===== src/rtl/cordic_sched_pkg.sv =====
// Shared types and width helpers for the CORDIC scheduler slice.
package cordic_sched_pkg;

  typedef enum logic [1:0] {
    ST_IDLE,
    ST_LOAD,
    ST_RUN,
    ST_RESP
  } state_t;

  function automatic int FIXED_W(input int whole_w, input int decimal_w);
    return whole_w + decimal_w;
  endfunction

  function automatic int ID_W(input int num_req);
    return (num_req > 1) ? $clog2(num_req) : 1;
  endfunction

endpackage


===== src/rtl/cordic_sched_if.sv =====
// Request/response channel bundle between operand producers and the scheduler.
interface cordic_sched_if #(
  parameter int NUM_REQ           = 4,
  parameter int WHOLE_BIT_WIDTH   = 3,
  parameter int DECIMAL_BIT_WIDTH = 13
);
  import cordic_sched_pkg::*;

  localparam int FW = FIXED_W(WHOLE_BIT_WIDTH, DECIMAL_BIT_WIDTH);
  localparam int IW = ID_W(NUM_REQ);

  logic [NUM_REQ-1:0]                   req_valid;
  logic [NUM_REQ-1:0]                   req_ready;
  logic [NUM_REQ*WHOLE_BIT_WIDTH-1:0]   req_x_whole;
  logic [NUM_REQ*WHOLE_BIT_WIDTH-1:0]   req_y_whole;
  logic [NUM_REQ*WHOLE_BIT_WIDTH-1:0]   req_z_whole;
  logic [NUM_REQ*DECIMAL_BIT_WIDTH-1:0] req_x_decimal;
  logic [NUM_REQ*DECIMAL_BIT_WIDTH-1:0] req_y_decimal;
  logic [NUM_REQ*DECIMAL_BIT_WIDTH-1:0] req_z_decimal;
  logic [NUM_REQ-1:0]                   req_mode;
  logic [2*NUM_REQ-1:0]                 req_coord;

  logic          rsp_valid;
  logic          rsp_ready;
  logic [IW-1:0] rsp_id;
  logic [FW-1:0] rsp_x;
  logic [FW-1:0] rsp_y;
  logic [FW-1:0] rsp_z;

  modport master (
    output req_valid, req_x_whole, req_y_whole, req_z_whole,
           req_x_decimal, req_y_decimal, req_z_decimal, req_mode, req_coord,
           rsp_ready,
    input  req_ready, rsp_valid, rsp_id, rsp_x, rsp_y, rsp_z
  );

  modport slave (
    input  req_valid, req_x_whole, req_y_whole, req_z_whole,
           req_x_decimal, req_y_decimal, req_z_decimal, req_mode, req_coord,
           rsp_ready,
    output req_ready, rsp_valid, rsp_id, rsp_x, rsp_y, rsp_z
  );

endinterface


===== src/rtl/cordic_rr_arb.sv =====
// Round-robin arbiter: search starts one past i_ptr. With CORDIC_SCHED_PRIO_EN
// defined, requester 0 overrides the rotation whenever it is requesting.
module cordic_rr_arb
  import cordic_sched_pkg::*;
#(
  parameter int NUM_REQ = 4,
  parameter int IW      = ID_W(NUM_REQ)
) (
  input  logic [NUM_REQ-1:0] i_req,
  input  logic [IW-1:0]      i_ptr,
  input  logic               i_en,
  output logic [NUM_REQ-1:0] o_grant,
  output logic [IW-1:0]      o_idx
);

  int   w_dist;
  int   w_best;
  int   w_best_dist;
  logic w_found;

  always_comb begin
    // NOTE: every variable gets a default before any conditional update, so
    // no path leaves a value held over and no latch is inferred.
    w_dist      = 0;
    w_best      = 0;
    w_best_dist = NUM_REQ;
    o_grant     = '0;
    // Distance from the slot after the pointer; smallest requesting distance wins.
    for (int i = 0; i < NUM_REQ; i++) begin
      w_dist = i - int'(i_ptr) - 1;
      if (w_dist < 0) w_dist = w_dist + NUM_REQ;
      if (i_req[i] && (w_dist < w_best_dist)) begin
        w_best_dist = w_dist;
        w_best      = i;
      end
    end
`ifdef CORDIC_SCHED_PRIO_EN
    if (i_req[0]) begin
      w_best_dist = 0;
      w_best      = 0;
    end
`endif
    w_found = (w_best_dist < NUM_REQ);
    o_idx   = IW'(w_best);
    for (int i = 0; i < NUM_REQ; i++) begin
      o_grant[i] = i_en && w_found && (w_best == i);
    end
  end

endmodule


===== src/rtl/cordic_sched.sv =====
// Time-shares one cordic_comp between NUM_REQ requesters: arbitrate, load under
// cordic reset, run ITERATIONS cycles, return the tagged result. Optional
// CORDIC_SCHED_PRIO_EN gives requester 0 fixed priority.
module cordic_sched
  import cordic_sched_pkg::*;
#(
  parameter int NUM_REQ           = 4,
  parameter int WHOLE_BIT_WIDTH   = 3,
  parameter int DECIMAL_BIT_WIDTH = 13,
  parameter int ITERATIONS        = WHOLE_BIT_WIDTH + DECIMAL_BIT_WIDTH
) (
  input  logic                         clk,
  input  logic                         rst,
  cordic_sched_if.slave                bus,
  output logic [WHOLE_BIT_WIDTH-1:0]   cor_x_whole,
  output logic [WHOLE_BIT_WIDTH-1:0]   cor_y_whole,
  output logic [WHOLE_BIT_WIDTH-1:0]   cor_z_whole,
  output logic [DECIMAL_BIT_WIDTH-1:0] cor_x_decimal,
  output logic [DECIMAL_BIT_WIDTH-1:0] cor_y_decimal,
  output logic [DECIMAL_BIT_WIDTH-1:0] cor_z_decimal,
  output logic                         cor_mode,
  output logic [1:0]                   cor_coord,
  output logic                         cor_rst,
  input  logic [FIXED_W(WHOLE_BIT_WIDTH, DECIMAL_BIT_WIDTH)-1:0] cor_x,
  input  logic [FIXED_W(WHOLE_BIT_WIDTH, DECIMAL_BIT_WIDTH)-1:0] cor_y,
  input  logic [FIXED_W(WHOLE_BIT_WIDTH, DECIMAL_BIT_WIDTH)-1:0] cor_z
);

  localparam int FW    = FIXED_W(WHOLE_BIT_WIDTH, DECIMAL_BIT_WIDTH);
  localparam int IW    = ID_W(NUM_REQ);
  localparam int CNT_W = $clog2(ITERATIONS + 1);
  localparam int WB    = WHOLE_BIT_WIDTH;
  localparam int DB    = DECIMAL_BIT_WIDTH;

  state_t           r_state;
  logic [CNT_W-1:0] r_cnt;
  logic [IW-1:0]    r_ptr;
  logic             r_rsp_valid;
  logic [IW-1:0]    r_rsp_id;
  logic [FW-1:0]    r_rsp_x;
  logic [FW-1:0]    r_rsp_y;
  logic [FW-1:0]    r_rsp_z;

  logic             w_arb_en;
  logic [NUM_REQ-1:0] w_grant;
  logic [IW-1:0]    w_idx;
  logic [WB-1:0]    w_sel_xw, w_sel_yw, w_sel_zw;
  logic [DB-1:0]    w_sel_xd, w_sel_yd, w_sel_zd;
  logic             w_sel_mode;
  logic [1:0]       w_sel_coord;

  // Gating with rst keeps a requester from seeing an accept that reset discards.
  assign w_arb_en = (r_state == ST_IDLE) && !rst;

  cordic_rr_arb #(
    .NUM_REQ (NUM_REQ),
    .IW      (IW)
  ) u_arb (
    .i_req   (bus.req_valid),
    .i_ptr   (r_ptr),
    .i_en    (w_arb_en),
    .o_grant (w_grant),
    .o_idx   (w_idx)
  );

  assign bus.req_ready = w_grant;
  assign bus.rsp_valid = r_rsp_valid;
  assign bus.rsp_id    = r_rsp_id;
  assign bus.rsp_x     = r_rsp_x;
  assign bus.rsp_y     = r_rsp_y;
  assign bus.rsp_z     = r_rsp_z;

  always_comb begin
    w_sel_xw    = '0;
    w_sel_yw    = '0;
    w_sel_zw    = '0;
    w_sel_xd    = '0;
    w_sel_yd    = '0;
    w_sel_zd    = '0;
    w_sel_mode  = 1'b0;
    w_sel_coord = '0;
    for (int i = 0; i < NUM_REQ; i++) begin
      if (w_idx == IW'(i)) begin
        w_sel_xw    = bus.req_x_whole[i*WB +: WB];
        w_sel_yw    = bus.req_y_whole[i*WB +: WB];
        w_sel_zw    = bus.req_z_whole[i*WB +: WB];
        w_sel_xd    = bus.req_x_decimal[i*DB +: DB];
        w_sel_yd    = bus.req_y_decimal[i*DB +: DB];
        w_sel_zd    = bus.req_z_decimal[i*DB +: DB];
        w_sel_mode  = bus.req_mode[i];
        w_sel_coord = bus.req_coord[2*i +: 2];
      end
    end
  end

  // NOTE: all state here uses non-blocking <= so every register samples the
  // pre-edge value of every other register, independent of statement order.
  always_ff @(posedge clk) begin
    if (rst) begin
      r_state       <= ST_IDLE;
      r_cnt         <= '0;
      r_ptr         <= IW'(NUM_REQ - 1);
      r_rsp_valid   <= 1'b0;
      r_rsp_id      <= '0;
      r_rsp_x       <= '0;
      r_rsp_y       <= '0;
      r_rsp_z       <= '0;
      cor_x_whole   <= '0;
      cor_y_whole   <= '0;
      cor_z_whole   <= '0;
      cor_x_decimal <= '0;
      cor_y_decimal <= '0;
      cor_z_decimal <= '0;
      cor_mode      <= 1'b0;
      cor_coord     <= '0;
      cor_rst       <= 1'b1;
    end else begin
      case (r_state)
        ST_IDLE: begin
          if (|w_grant) begin
            cor_x_whole   <= w_sel_xw;
            cor_y_whole   <= w_sel_yw;
            cor_z_whole   <= w_sel_zw;
            cor_x_decimal <= w_sel_xd;
            cor_y_decimal <= w_sel_yd;
            cor_z_decimal <= w_sel_zd;
            cor_mode      <= w_sel_mode;
            cor_coord     <= w_sel_coord;
            r_ptr         <= w_idx;
            r_state       <= ST_LOAD;
          end
        end
        ST_LOAD: begin
          cor_rst <= 1'b0;
          r_cnt   <= '0;
          r_state <= ST_RUN;
        end
        ST_RUN: begin
          if (r_cnt == CNT_W'(ITERATIONS - 1)) begin
            // r_ptr still holds the granted index for the whole operation.
            r_rsp_x     <= cor_x;
            r_rsp_y     <= cor_y;
            r_rsp_z     <= cor_z;
            r_rsp_id    <= r_ptr;
            r_rsp_valid <= 1'b1;
            cor_rst     <= 1'b1;
            r_cnt       <= '0;
            r_state     <= ST_RESP;
          end else begin
            r_cnt <= r_cnt + CNT_W'(1);
          end
        end
        ST_RESP: begin
          if (bus.rsp_ready) begin
            r_rsp_valid <= 1'b0;
            r_state     <= ST_IDLE;
          end
        end
        default: r_state <= ST_IDLE;
      endcase
    end
  end

endmodule


===== src/flat_wrapper.sv =====
// flat-port wrapper written by rule: the top's interface ports become plain ports
module cordic_sched_flat import cordic_sched_pkg::*;
#(
  parameter int NUM_REQ           = 4,
  parameter int WHOLE_BIT_WIDTH   = 3,
  parameter int DECIMAL_BIT_WIDTH = 13,
  parameter int ITERATIONS        = WHOLE_BIT_WIDTH + DECIMAL_BIT_WIDTH
)
  (clk, rst, cor_x_whole, cor_y_whole, cor_z_whole, cor_x_decimal, cor_y_decimal, cor_z_decimal, cor_mode, cor_coord, cor_rst, cor_x, cor_y, cor_z, bus_req_valid, bus_req_x_whole, bus_req_y_whole, bus_req_z_whole, bus_req_x_decimal, bus_req_y_decimal, bus_req_z_decimal, bus_req_mode, bus_req_coord, bus_rsp_ready, bus_req_ready, bus_rsp_valid, bus_rsp_id, bus_rsp_x, bus_rsp_y, bus_rsp_z);
  cordic_sched_if #(.NUM_REQ(NUM_REQ), .WHOLE_BIT_WIDTH(WHOLE_BIT_WIDTH), .DECIMAL_BIT_WIDTH(DECIMAL_BIT_WIDTH)) bus_i ();
  input  logic clk;
  input  logic rst;
  output logic [WHOLE_BIT_WIDTH-1:0] cor_x_whole;
  output logic [WHOLE_BIT_WIDTH-1:0] cor_y_whole;
  output logic [WHOLE_BIT_WIDTH-1:0] cor_z_whole;
  output logic [DECIMAL_BIT_WIDTH-1:0] cor_x_decimal;
  output logic [DECIMAL_BIT_WIDTH-1:0] cor_y_decimal;
  output logic [DECIMAL_BIT_WIDTH-1:0] cor_z_decimal;
  output logic cor_mode;
  output logic [1:0] cor_coord;
  output logic cor_rst;
  input  logic [FIXED_W(WHOLE_BIT_WIDTH, DECIMAL_BIT_WIDTH)-1:0] cor_x;
  input  logic [FIXED_W(WHOLE_BIT_WIDTH, DECIMAL_BIT_WIDTH)-1:0] cor_y;
  input  logic [FIXED_W(WHOLE_BIT_WIDTH, DECIMAL_BIT_WIDTH)-1:0] cor_z;
  input wire logic [$bits(bus_i.req_valid)-1:0] bus_req_valid;
  input wire logic [$bits(bus_i.req_x_whole)-1:0] bus_req_x_whole;
  input wire logic [$bits(bus_i.req_y_whole)-1:0] bus_req_y_whole;
  input wire logic [$bits(bus_i.req_z_whole)-1:0] bus_req_z_whole;
  input wire logic [$bits(bus_i.req_x_decimal)-1:0] bus_req_x_decimal;
  input wire logic [$bits(bus_i.req_y_decimal)-1:0] bus_req_y_decimal;
  input wire logic [$bits(bus_i.req_z_decimal)-1:0] bus_req_z_decimal;
  input wire logic [$bits(bus_i.req_mode)-1:0] bus_req_mode;
  input wire logic [$bits(bus_i.req_coord)-1:0] bus_req_coord;
  input wire logic [$bits(bus_i.rsp_ready)-1:0] bus_rsp_ready;
  output wire logic [$bits(bus_i.req_ready)-1:0] bus_req_ready;
  output wire logic [$bits(bus_i.rsp_valid)-1:0] bus_rsp_valid;
  output wire logic [$bits(bus_i.rsp_id)-1:0] bus_rsp_id;
  output wire logic [$bits(bus_i.rsp_x)-1:0] bus_rsp_x;
  output wire logic [$bits(bus_i.rsp_y)-1:0] bus_rsp_y;
  output wire logic [$bits(bus_i.rsp_z)-1:0] bus_rsp_z;
  assign bus_i.req_valid = bus_req_valid;
  assign bus_i.req_x_whole = bus_req_x_whole;
  assign bus_i.req_y_whole = bus_req_y_whole;
  assign bus_i.req_z_whole = bus_req_z_whole;
  assign bus_i.req_x_decimal = bus_req_x_decimal;
  assign bus_i.req_y_decimal = bus_req_y_decimal;
  assign bus_i.req_z_decimal = bus_req_z_decimal;
  assign bus_i.req_mode = bus_req_mode;
  assign bus_i.req_coord = bus_req_coord;
  assign bus_i.rsp_ready = bus_rsp_ready;
  assign bus_req_ready = bus_i.req_ready;
  assign bus_rsp_valid = bus_i.rsp_valid;
  assign bus_rsp_id = bus_i.rsp_id;
  assign bus_rsp_x = bus_i.rsp_x;
  assign bus_rsp_y = bus_i.rsp_y;
  assign bus_rsp_z = bus_i.rsp_z;
  cordic_sched #(.NUM_REQ(NUM_REQ), .WHOLE_BIT_WIDTH(WHOLE_BIT_WIDTH), .DECIMAL_BIT_WIDTH(DECIMAL_BIT_WIDTH), .ITERATIONS(ITERATIONS)) u_core (.clk(clk), .rst(rst), .bus(bus_i), .cor_x_whole(cor_x_whole), .cor_y_whole(cor_y_whole), .cor_z_whole(cor_z_whole), .cor_x_decimal(cor_x_decimal), .cor_y_decimal(cor_y_decimal), .cor_z_decimal(cor_z_decimal), .cor_mode(cor_mode), .cor_coord(cor_coord), .cor_rst(cor_rst), .cor_x(cor_x), .cor_y(cor_y), .cor_z(cor_z));
endmodule

===== config.mk =====
export PLATFORM = sky130hd
export DESIGN_NAME = cordic_sched_flat
export DESIGN_NICKNAME = d
export VERILOG_FILES = /design/src/rtl/cordic_sched_pkg.sv /design/src/rtl/cordic_sched_if.sv /design/src/rtl/cordic_rr_arb.sv /design/src/rtl/cordic_sched.sv /design/src/flat_wrapper.sv
export SDC_FILE = /design/constraint.sdc
export NUM_CORES = 1
export LEC_CHECK = 0
export CORE_ASPECT_RATIO = 0.9
export CORE_MARGIN = 2
export CORE_UTILIZATION = 35
export DETAILED_ROUTE_END_ITERATION = 8
export GPL_ROUTABILITY_DRIVEN = 0
export PLACE_DENSITY = 0.7
export SYNTH_ARGS = -nofsm -noshare
export SYNTH_HDL_FRONTEND = slang
export SYNTH_SLANG_ARGS = --single-unit

===== constraint.sdc =====
create_clock -name clk -period 13 [get_ports clk]
set_input_delay 2.6 -clock clk [delete_from_list [all_inputs] [get_ports clk]]
set_output_delay 2.6 -clock clk [all_outputs]
set_load 0.1 [all_outputs]

* Word level (Yosys, flattened, before mapping)
Index checks and enable logic that the tools add are counted.
** Word-level totals
- Memories kept :: 0
- Bits in writable memories :: 0
- Register bits after elaboration :: 112
- Bits in read-only memories :: 0
- Latch bits :: 0
- Output and inout port bits :: 107
- Logic and storage cells :: 127
** Operators by class
- Mux-type cells :: 53
- Bitwise gates (word level) :: 0
- Eq/ne operators :: 13
- Shifts and indexed selects :: 0
- Reductions and logical operators :: 22
- Multipliers :: 0
- Divide/modulo/power cells :: 0
- Add/sub/neg operators :: 13
- Magnitude comparators :: 9
** Operators by type and width (number)
- $mux 32 :: 10
- $mux 13 :: 12
- $lt 32x32->1 :: 3
- $eq 32x3->1 const B :: 2
- $lt 32x4->1 const B :: 2
- $mux 3 :: 12
- $add 32x4->32 const B :: 1
- $eq 32x2->1 const B :: 1
- $logic_not 32->1 :: 1
- $lt 32x1->1 const B :: 1
- $sub 32x2->32 const B :: 1
- $add 4x4->5 const B :: 3
- $mux 2 :: 7
- $lt 4x1->1 const B :: 3
- $sub 3x2->4 const B :: 3
- $logic_and 1x1->1 :: 10
- $pmux 5 s2 :: 1
- $eq 2x2->1 const B :: 4
- $pmux 2 s4 :: 1
- $mux 1 :: 7
- $reduce_and 2->1 :: 3
- $reduce_and 3->1 :: 2
- $sub 1x2->3 const A :: 2
- $sub 2x2->3 const A :: 2
- 11 further kinds :: 16

* Logic depth before layout (Yosys ltp)
Gate-level depths: netlist of the first run.
- Depth after elaboration :: 22
- Depth in mapped cells :: 35
- Depth with buffers taken out :: 28

* Cells and area by module
Synthesis of the first run repeated with hierarchy kept, for this count alone.
** Unflattened totals
- Cell total of the unflattened synthesis :: 635
- Area total of the unflattened synthesis :: 5870.6 sq um
** Modules (own cells, without submodules)
- cordic_sched :: sequential area each 2242.2 sq um, instances 1, area an instance 5429.0 sq um, cells each 573
- cordic_rr_arb :: sequential area each 0.0 sq um, instances 1, area an instance 441.7 sq um, cells each 62

* Least setup slack after synthesis of the first run
OpenSTA, ideal clock, no wires.
- Kind :: in2out
- Start point :: input bus_req_valid[0]
- End point :: output bus_req_ready[0]
- Slack :: 686 ps
- Stages on the path :: 30
- Arrival :: 9714 ps
- Path buffers :: 7
- Required time :: 10400 ps
- Path through :: clkbuf_1 > o21ai_0 > nor3_1 > a21oi_1 > clkbuf_1 > nor2_1 > a22oi_1 > ha_1 > o21ai_0 > a31oi_1 > nor2_1 > a21oi_2 > or4_1 > buf_2 > and2_1 > buf_6 > buf_2 > buf_2 > nand2_1 > o21ai_0 > ha_1 > nand2_1 > a31o_2 > a22oi_1 > o211ai_1 > or3b_4 > nor2_2 > buf_2 > nor2_1 > nor3_1
** On the way
- Cells in the longest elaborated chain, start to end :: 14
- Elaborated cells on any way between the ends :: 18
** Ends and longest elaborated chain
- start: declaration :: line flat_wrapper.sv:25 : input wire logic [$bits(bus_i.req_valid)-1:0] bus_req_valid;
- $logic_and 1x1->1 (*) :: line cordic_rr_arb.sv:32 : if (i_req[i] && (w_dist < w_best_dist)) begin
- $mux 32 (*) :: line cordic_rr_arb.sv:32
- $lt 32x32->1 :: line cordic_rr_arb.sv:32
- $logic_and 1x1->1 :: line cordic_rr_arb.sv:32
- $mux 32 :: line cordic_rr_arb.sv:32
- $lt 32x32->1 :: line cordic_rr_arb.sv:32
- $logic_and 1x1->1 :: line cordic_rr_arb.sv:32
- $mux 32 :: line cordic_rr_arb.sv:32
- $lt 32x32->1 :: line cordic_rr_arb.sv:32
- $logic_and 1x1->1 :: line cordic_rr_arb.sv:32
- $mux 32 :: line cordic_rr_arb.sv:32
- $lt 32x4->1 :: line cordic_rr_arb.sv:43 : w_found = (w_best_dist < NUM_REQ);
- $logic_and 1x1->1 :: line cordic_rr_arb.sv:46 : o_grant[i] = i_en && w_found && (w_best == i);
- $logic_and 1x1->1 (*) :: line cordic_rr_arb.sv:46
- end: declaration :: line flat_wrapper.sv:35 : output wire logic [$bits(bus_i.req_ready)-1:0] bus_req_ready;
Mark *: on every way between the ends. The rest lies on a longest branch, timed or not.

* Final worst setup path of the first run
- Start point :: input bus_req_valid[0]
- End point :: output bus_req_ready[3]
The elaborated chain is that of the path after synthesis.

==> impl_metrics.ini, run 1 <==
[run_status]
status = completed

[global_routing]
grt_busiest_layer = met2
first_global_vias = 7977
overflow = 0
antenna_found_initial = 0
met3_usage = 0.0557
grt_util_met2 = 0.394
globalRouteMet1Util = 0.282
grt_pass1_wl_mm = 43.2
grtUsageTotal = 0.231
grt_max_degree = 113

[clocking]
cts_resized = 0
htree_levels = 3
cts_buffers = 9
cts_setup_buffers = 0
tritoncts = built
ctsHoldBuffers = 0
root_buffer = clkbuf_16
clockBufferDepth = 2
clk_latency_ns = 0.36
clk_pin_slew_ns = 0.08
clock-sinks = 112

[job]
maxCapViolCount = 0

[synthesis]
netlist_area_sq_um = 7730
syn_avg_cell_area_sq_um = 8.13
yosys-top-cells-area = dfxtp_1 29%, a21oi_1 11%, ha_1 7.9%
synth.area.mux_share = 0.0688
synth_cells = 951
netlist-cell-type-count = 54
yosys.area.top_type_share = 0.290
synth_fa_ha_area_frac = 0.0793
synth_top_family_by_area = compound AO/OA/AOI/OAI gates
synth_compound_area_frac = 0.301
yosys.area.top_type = dfxtp_1
yosysWarnings = 0
synth_xor_area_frac = 0.00227
async_reset_ff_frac = 0
ys_ff_latch = 112
synth_simple_gate_area_frac = 0.194
seq_area_frac_synth = 0.290
synth_edf_count = 0
ys.flop_type = dfxtp_1

[drt]
route.detailed.drc = 0
firstDrtPassIters = 5
dr_total_vias = 8415
drt-vias-per-instance = 5.36
ant_nets = 0
wl_per_cell_um = 17.8
wirelength_mm = 28.0
drtIter0Drc = 613

[critical_path]
start_kind = input pin
cp_max_fo = 54
endpoint_kind = primary output
crit_arrival_ns = 9.58
cp_data_required_time_ns = 10.40
regToRegSetupSlack_ns = 4.63
critPathKind = input pin to primary output

[layout]
final_cells = 1569
synthToLayoutAreaGrowth_pct = 53.8
final_util = 0.550
antennaDiodeCount = 0
drive_gt1_frac = 0.0736
final_nets = 1581
fillerInstances = 1999

[timing]
fin_tns_setup_ns = 0
period_minus_slack_ns = 12.18
max_freq_ghz = 0.0821
worstMarginPinSlew_ns = 1.11
finalSetupViolCount = 0
fin_crit_sh = 0.937
finalHoldViolCount = 0
rsz0062_at_grt = false
holdWs_ns = 0.456
slew_violations = 0
max-slew-margin-rel = 0.255
fin_skew_ns = 0.00920

[power]
p_per_area_nw_per_um2 = 246
vdd_drop_max_mv = 0.216
cellLeakagePower_uw = 0.00422

[die]
core_sq_um = 21600
start_util = 0.357
num_io_pins = 366
die_area_sq_um = 23300
fp.dieW_um = 161
die_h_um = 145
rows = 51

[placed_design]
io_buffers = 365
dp_hpwl_mm = 20.3
place_inst = 1553

[min_path]
hp-class = register to register
[placed cells by master (no fill, tap or decap), types with 3 or more instances in the layout]
| master | n |
|---|---|
| clkdlybuf4s50_1 | 360 |
| a21oi_1 | 170 |
| nand2_1 | 132 |
| dfxtp_1 | 112 |
| nand3_1 | 62 |
| nand2b_1 | 57 |
| mux2i_1 | 52 |
| o2111ai_1 | 51 |
| ha_1 | 49 |
| o221ai_2 | 40 |
| conb_1 | 30 |
| nor2_1 | 20 |
| inv_1 | 16 |
| buf_4 | 13 |
| o221ai_1 | 11 |
| o21ai_0 | 10 |
| nor3_1 | 10 |
| clkbuf_16 | 9 |
| nor4_1 | 5 |
| o211ai_1 | 5 |
| buf_12 | 4 |
| and2_1 | 3 |
| a31oi_1 | 3 |
[metrics by stage]
step	total power (uW)	cell area [sq um]	setup WS (ns)
6_report	2930	11900	0.817
2_1_floorplan	2160	7840	0.686
5_1_grt	3120	11900	0.384
3_5_place_dp	2650	11600	0.906
3_3_place_gp	2620	11600	1.06
4_1_cts	2940	11900	0.897
[worst max-delay path: stages]
cell and delay (ns):
clkdlybuf4s50_1 0.64, o21ai_0 0.18, nor3_1 0.44, a21oi_4 0.19, nor2_1 0.36, a22oi_1 0.20, ha_1 0.30, o21ai_0 0.24
a31oi_1 0.07, nor2_1 0.16, a21oi_2 0.09, or4_2 0.54, buf_4 0.33, and2_2 0.49, nand2_1 0.14, o21ai_0 0.09
ha_1 0.33, nand2_1 0.05, a31o_2 0.21, a22oi_1 0.14, o211ai_1 0.11, or3b_4 0.42, a41oi_4 0.23, buf_4 0.52
or2_4 0.23, nor2_1 0.06, buf_12 0.18
[final timing paths]
| kind | cells past startpoint | from | endpoint |
|---|---|---|---|
| worst min register to register | 2 | u_core.bus.rsp_y[14]$_SDFFE_PP0P_ | u_core.bus.rsp_y[14]$_SDFFE_PP0P_ |
| worst max-delay path | 27 | bus_req_valid[0] | bus_req_ready[3] |
| worst min-delay path | 2 | u_core.bus.rsp_y[14]$_SDFFE_PP0P_ | u_core.bus.rsp_y[14]$_SDFFE_PP0P_ |
| worst max register to register | 25 | u_core.r_ptr[0]$_SDFFE_PP1P_ | u_core.cor_x_decimal[4]$_SDFFE_PP0P_ |
[synthesized netlist by cell type, types with 2 or more instances]
master	instances
a211oi_1	2
clkbuf_1	70
buf_2	14
conb_1	2
o21ai_1	2
mux2i_1	52
ha_1	49
dfxtp_1	112
a21oi_1	171
o21ai_0	10
o221ai_1	11
o221ai_2	40
inv_1	16
nand3_1	62
nand2b_1	57
nor2_1	20
nor4_1	5
o211ai_1	5
o2111ai_1	51
or4_1	2
o311ai_1	2
or3_1	3
buf_4	3
and2_1	4
nand2_1	132
xor2_1	2
nor2b_1	3
a21oi_2	2
nor3_1	11
a22oi_1	2
nand4_1	2
and3b_1	2
a31oi_1	3
buf_6	7
[power by group]
group          internal [uW]  switching (uW)  total [uW]
Clock                    136             148         284
Sequential               413            38.5         451
Combinational            659            1530        2190
Total                   1210            1720        2930
[state kept, by name, indices dropped and copies added, names as in the netlist]
name	flops
u_core.cor_y_decimal	13
u_core.cor_coord	2
u_core.cor_z_decimal	13
u_core.r_state	2
u_core.cor_rst	1
u_core.bus.rsp_z	16
u_core.r_cnt	5
u_core.cor_x_decimal	13
u_core.bus.rsp_y	16
u_core.cor_y_whole	3
u_core.cor_mode	1
u_core.cor_x_whole	3
u_core.bus.rsp_x	16
u_core.r_ptr	2
u_core.cor_z_whole	3
u_core.bus.rsp_valid	1
u_core.bus.rsp_id	2
[metal layers]
layer / share of wire / vias to the layer above / routed length [um]
met4: 0.034 / 0 / 940
met3: 0.074 / 41 / 2060
met5: 0 / - / 0
met1: 0.42 / 3886 / 11700
met2: 0.48 / 359 / 13300
li1: - / 4129 / -
[area by class of cell]
class / count / area (sq um) / area share
Multi-Input combinational cell: 757 / 5140 / 0.433
Timing Repair Buffer: 377 / 3780 / 0.318
Sequential cell: 112 / 2240 / 0.189
Tap cell: 291 / 364 / 0.0306
Clock buffer: 9 / 225 / 0.0189
Clock inverter: 7 / 75.1 / 0.00631
Inverter: 16 / 60.1 / 0.00505
[cells by family (layout without fill, tap and decap cells)]
group,count (synthesis),in the layout
other,2,30
AOI/OAI and AO/OA,313,313
xor gates and xnor gates,2,2
muxes,53,53
buffers and inverters,110,409
and+or+nand+nor,310,310
DFF,112,112
adders and majority gates,49,49
Note: power is estimated with default switching activity, not from simulation.
==> run 2, diff against run 1 <==
--- a/config.mk
+++ b/config.mk
@@ -7,2 +7,3 @@
 export LEC_CHECK = 0
+export CAP_MARGIN = 30
 export CORE_ASPECT_RATIO = 0.9
==> constraint.sdc (replaced) <==
create_clock -name clk -period 13 [get_ports clk]
set_input_delay 1.3 -clock clk [delete_from_list [all_inputs] [get_ports clk]]
set_output_delay 1.3 -clock clk [all_outputs]
set_load 0.1 [all_outputs]
==> run 2 against run 1 <==
Highest routed layer unchanged. Global-route usage increased by 0.14 points. Cell count increased by 1.0%. Worst hold slack about the same. Clock power decreased by 2%. Largest power group unchanged. Via count decreased by 0.56%. Count of clock-buffer cells in the layout unchanged. Flip-flop and latch count unchanged. Sequential share of layout area decreased by 0.61 points. Power increased by 2.5%. Critical path depth unchanged.
==> impl_metrics.ini, run 2 (synthesized netlist as in run 1, its figures left out) <==
[power]
p_per_area_nw_per_um2 = 244
vdd_drop_max_mv = 0.259
cellLeakagePower_uw = 0.00439
p_total_uw = 3000

[timing]
fin_skew_ns = 0.0109
rsz0062_at_grt = false
finalSetupViolCount = 0
max_freq_ghz = 0.0902
worstMarginPinSlew_ns = 1.05
fin_crit_sh = 0.853
finalHoldViolCount = 0
period_minus_slack_ns = 11.09
slew_violations = 0
max-slew-margin-rel = 0.297
fin_tns_setup_ns = 0

[layout]
drive_gt1_frac = 0.0812
fillerInstances = 1984
mostFrequentLayoutCells = 364 x clkdlybuf4s50_1, 170 x a21oi_1, 132 x nand2_1, 112 x dfxtp_1, 62 x nand3_1
layout_commonest_cell = clkdlybuf4s50_1
final_nets = 1597
synthToLayoutAreaGrowth_pct = 58.9

[critical_path]
regToRegSetupSlack_ns = 5.11
cp_data_required_time_ns = 11.70
critPathKind = input pin to primary output
start_kind = input pin
endpoint_kind = primary output
cp_max_fo = 54
crit_arrival_ns = 9.79
worst_path_largest_cell_delay_ns = 1.22
slowest_stage = clkdlybuf4s50_1

[drt]
drtIter0Drc = 517
wl_per_cell_um = 18.1
firstDrtPassIters = 5
drt-vias-per-instance = 5.28
ant_nets = 0
dr_total_vias = 8368
wirelength_mm = 28.6
route.detailed.drc = 0

[clocking]
ctsHoldBuffers = 0
tritoncts = built
root_buffer = clkbuf_16
clk_latency_ns = 0.36
clockBufferDepth = 2
htree_levels = 3
cts_setup_buffers = 0
cts_resized = 0
clk_pin_slew_ns = 0.08
cts_buffers = 9
clock-sinks = 112

[die]
start_util = 0.357
num_io_pins = 366
die_area_sq_um = 23300
die_h_um = 145
fp.dieW_um = 161
rows = 51
core_sq_um = 21600

[global_routing]
antenna_found_initial = 1
grt_pass1_wl_mm = 43.5
first_global_vias = 7927
grtUsageTotal = 0.233
grt_max_degree = 104
overflow = 0

[min_path]
hp-class = register to register

[placed_design]
dp_hpwl_mm = 20.9
io_buffers = 365

[run_status]
status = completed

[job]
maxCapViolCount = 0
run 2: cell types whose count changed in the layout (fill, tap and decap cells not counted), sizes merged:
cell	before	now
diode	0	1
clkdlybuf4s50	360	364
clkinv	5	3
clkinvlp	0	1
buf	17	29
run 2: cell type report:
type	instances	area, sq um	area share
repair buffers	393	4190	0.341
flip-flops and latches	112	2240	0.182
diodes	1	2.50	0.000204
clock inverters	6	55.1	0.00448
multi-input cells	757	5140	0.419
well taps	291	364	0.0296
inverters	16	60.1	0.00489
clock buffers	9	225	0.0183
run 2: worst paths after layout:
| path | endpoint | start | depth (start not counted) |
|---|---|---|---|
| max reg2reg | u_core.cor_x_decimal[9]$_SDFFE_PP0P_ | u_core.r_ptr[0]$_SDFFE_PP1P_ | 26 |
| min reg2reg | u_core.bus.rsp_z[15]$_SDFFE_PP0P_ | u_core.bus.rsp_z[15]$_SDFFE_PP0P_ | 2 |
| min | u_core.bus.rsp_z[15]$_SDFFE_PP0P_ | u_core.bus.rsp_z[15]$_SDFFE_PP0P_ | 2 |
| max | bus_req_ready[0] | bus_req_valid[0] | 27 |
run 2: per-layer routing:
metal | wire [um] | share of wire | vias to the layer above | track usage
met1 | 11600 | 0.40 | 3838 | 0.280
met2 | 14300 | 0.50 | 350 | 0.412
li1 | - | - | 4150 | -
met5 | 0 | 0 | - | 0
met3 | 2250 | 0.078 | 30 | 0.0583
met4 | 533 | 0.019 | 0 | 0.0608
run 2: through the flow:
stage	area, sq um	setup WS [ns]	instances	hold slack (ns)	util
finish	12300	1.91	1585	0.457	0.568
global route	12300	1.54	1585	0.476	0.568
CTS	12200	1.99	1582	0.459	0.566
detailed placement	12000	2.00	1567	0.447	0.553
global placement	11500	2.10	1552	0.441	0.534
floorplan	7840	3.29	979	0.440	-
run 2: worst max-delay path: cells and delay by family:
kind,cells,cell delay [ns]
AO/OA/AOI/OAI,11,2.19
adder cells (fa/ha/maj),2,0.61
buffers and inverters,4,2.65
AND/OR/NAND/NOR,10,2.99
run 2: where the power goes:
| group | internal [uW] | switching (uW) |
|---|---|---|
| clock | 133 | 146 |
| combinational | 730 | 1540 |
| sequential | 413 | 36.6 |
| total | 1280 | 1720 |
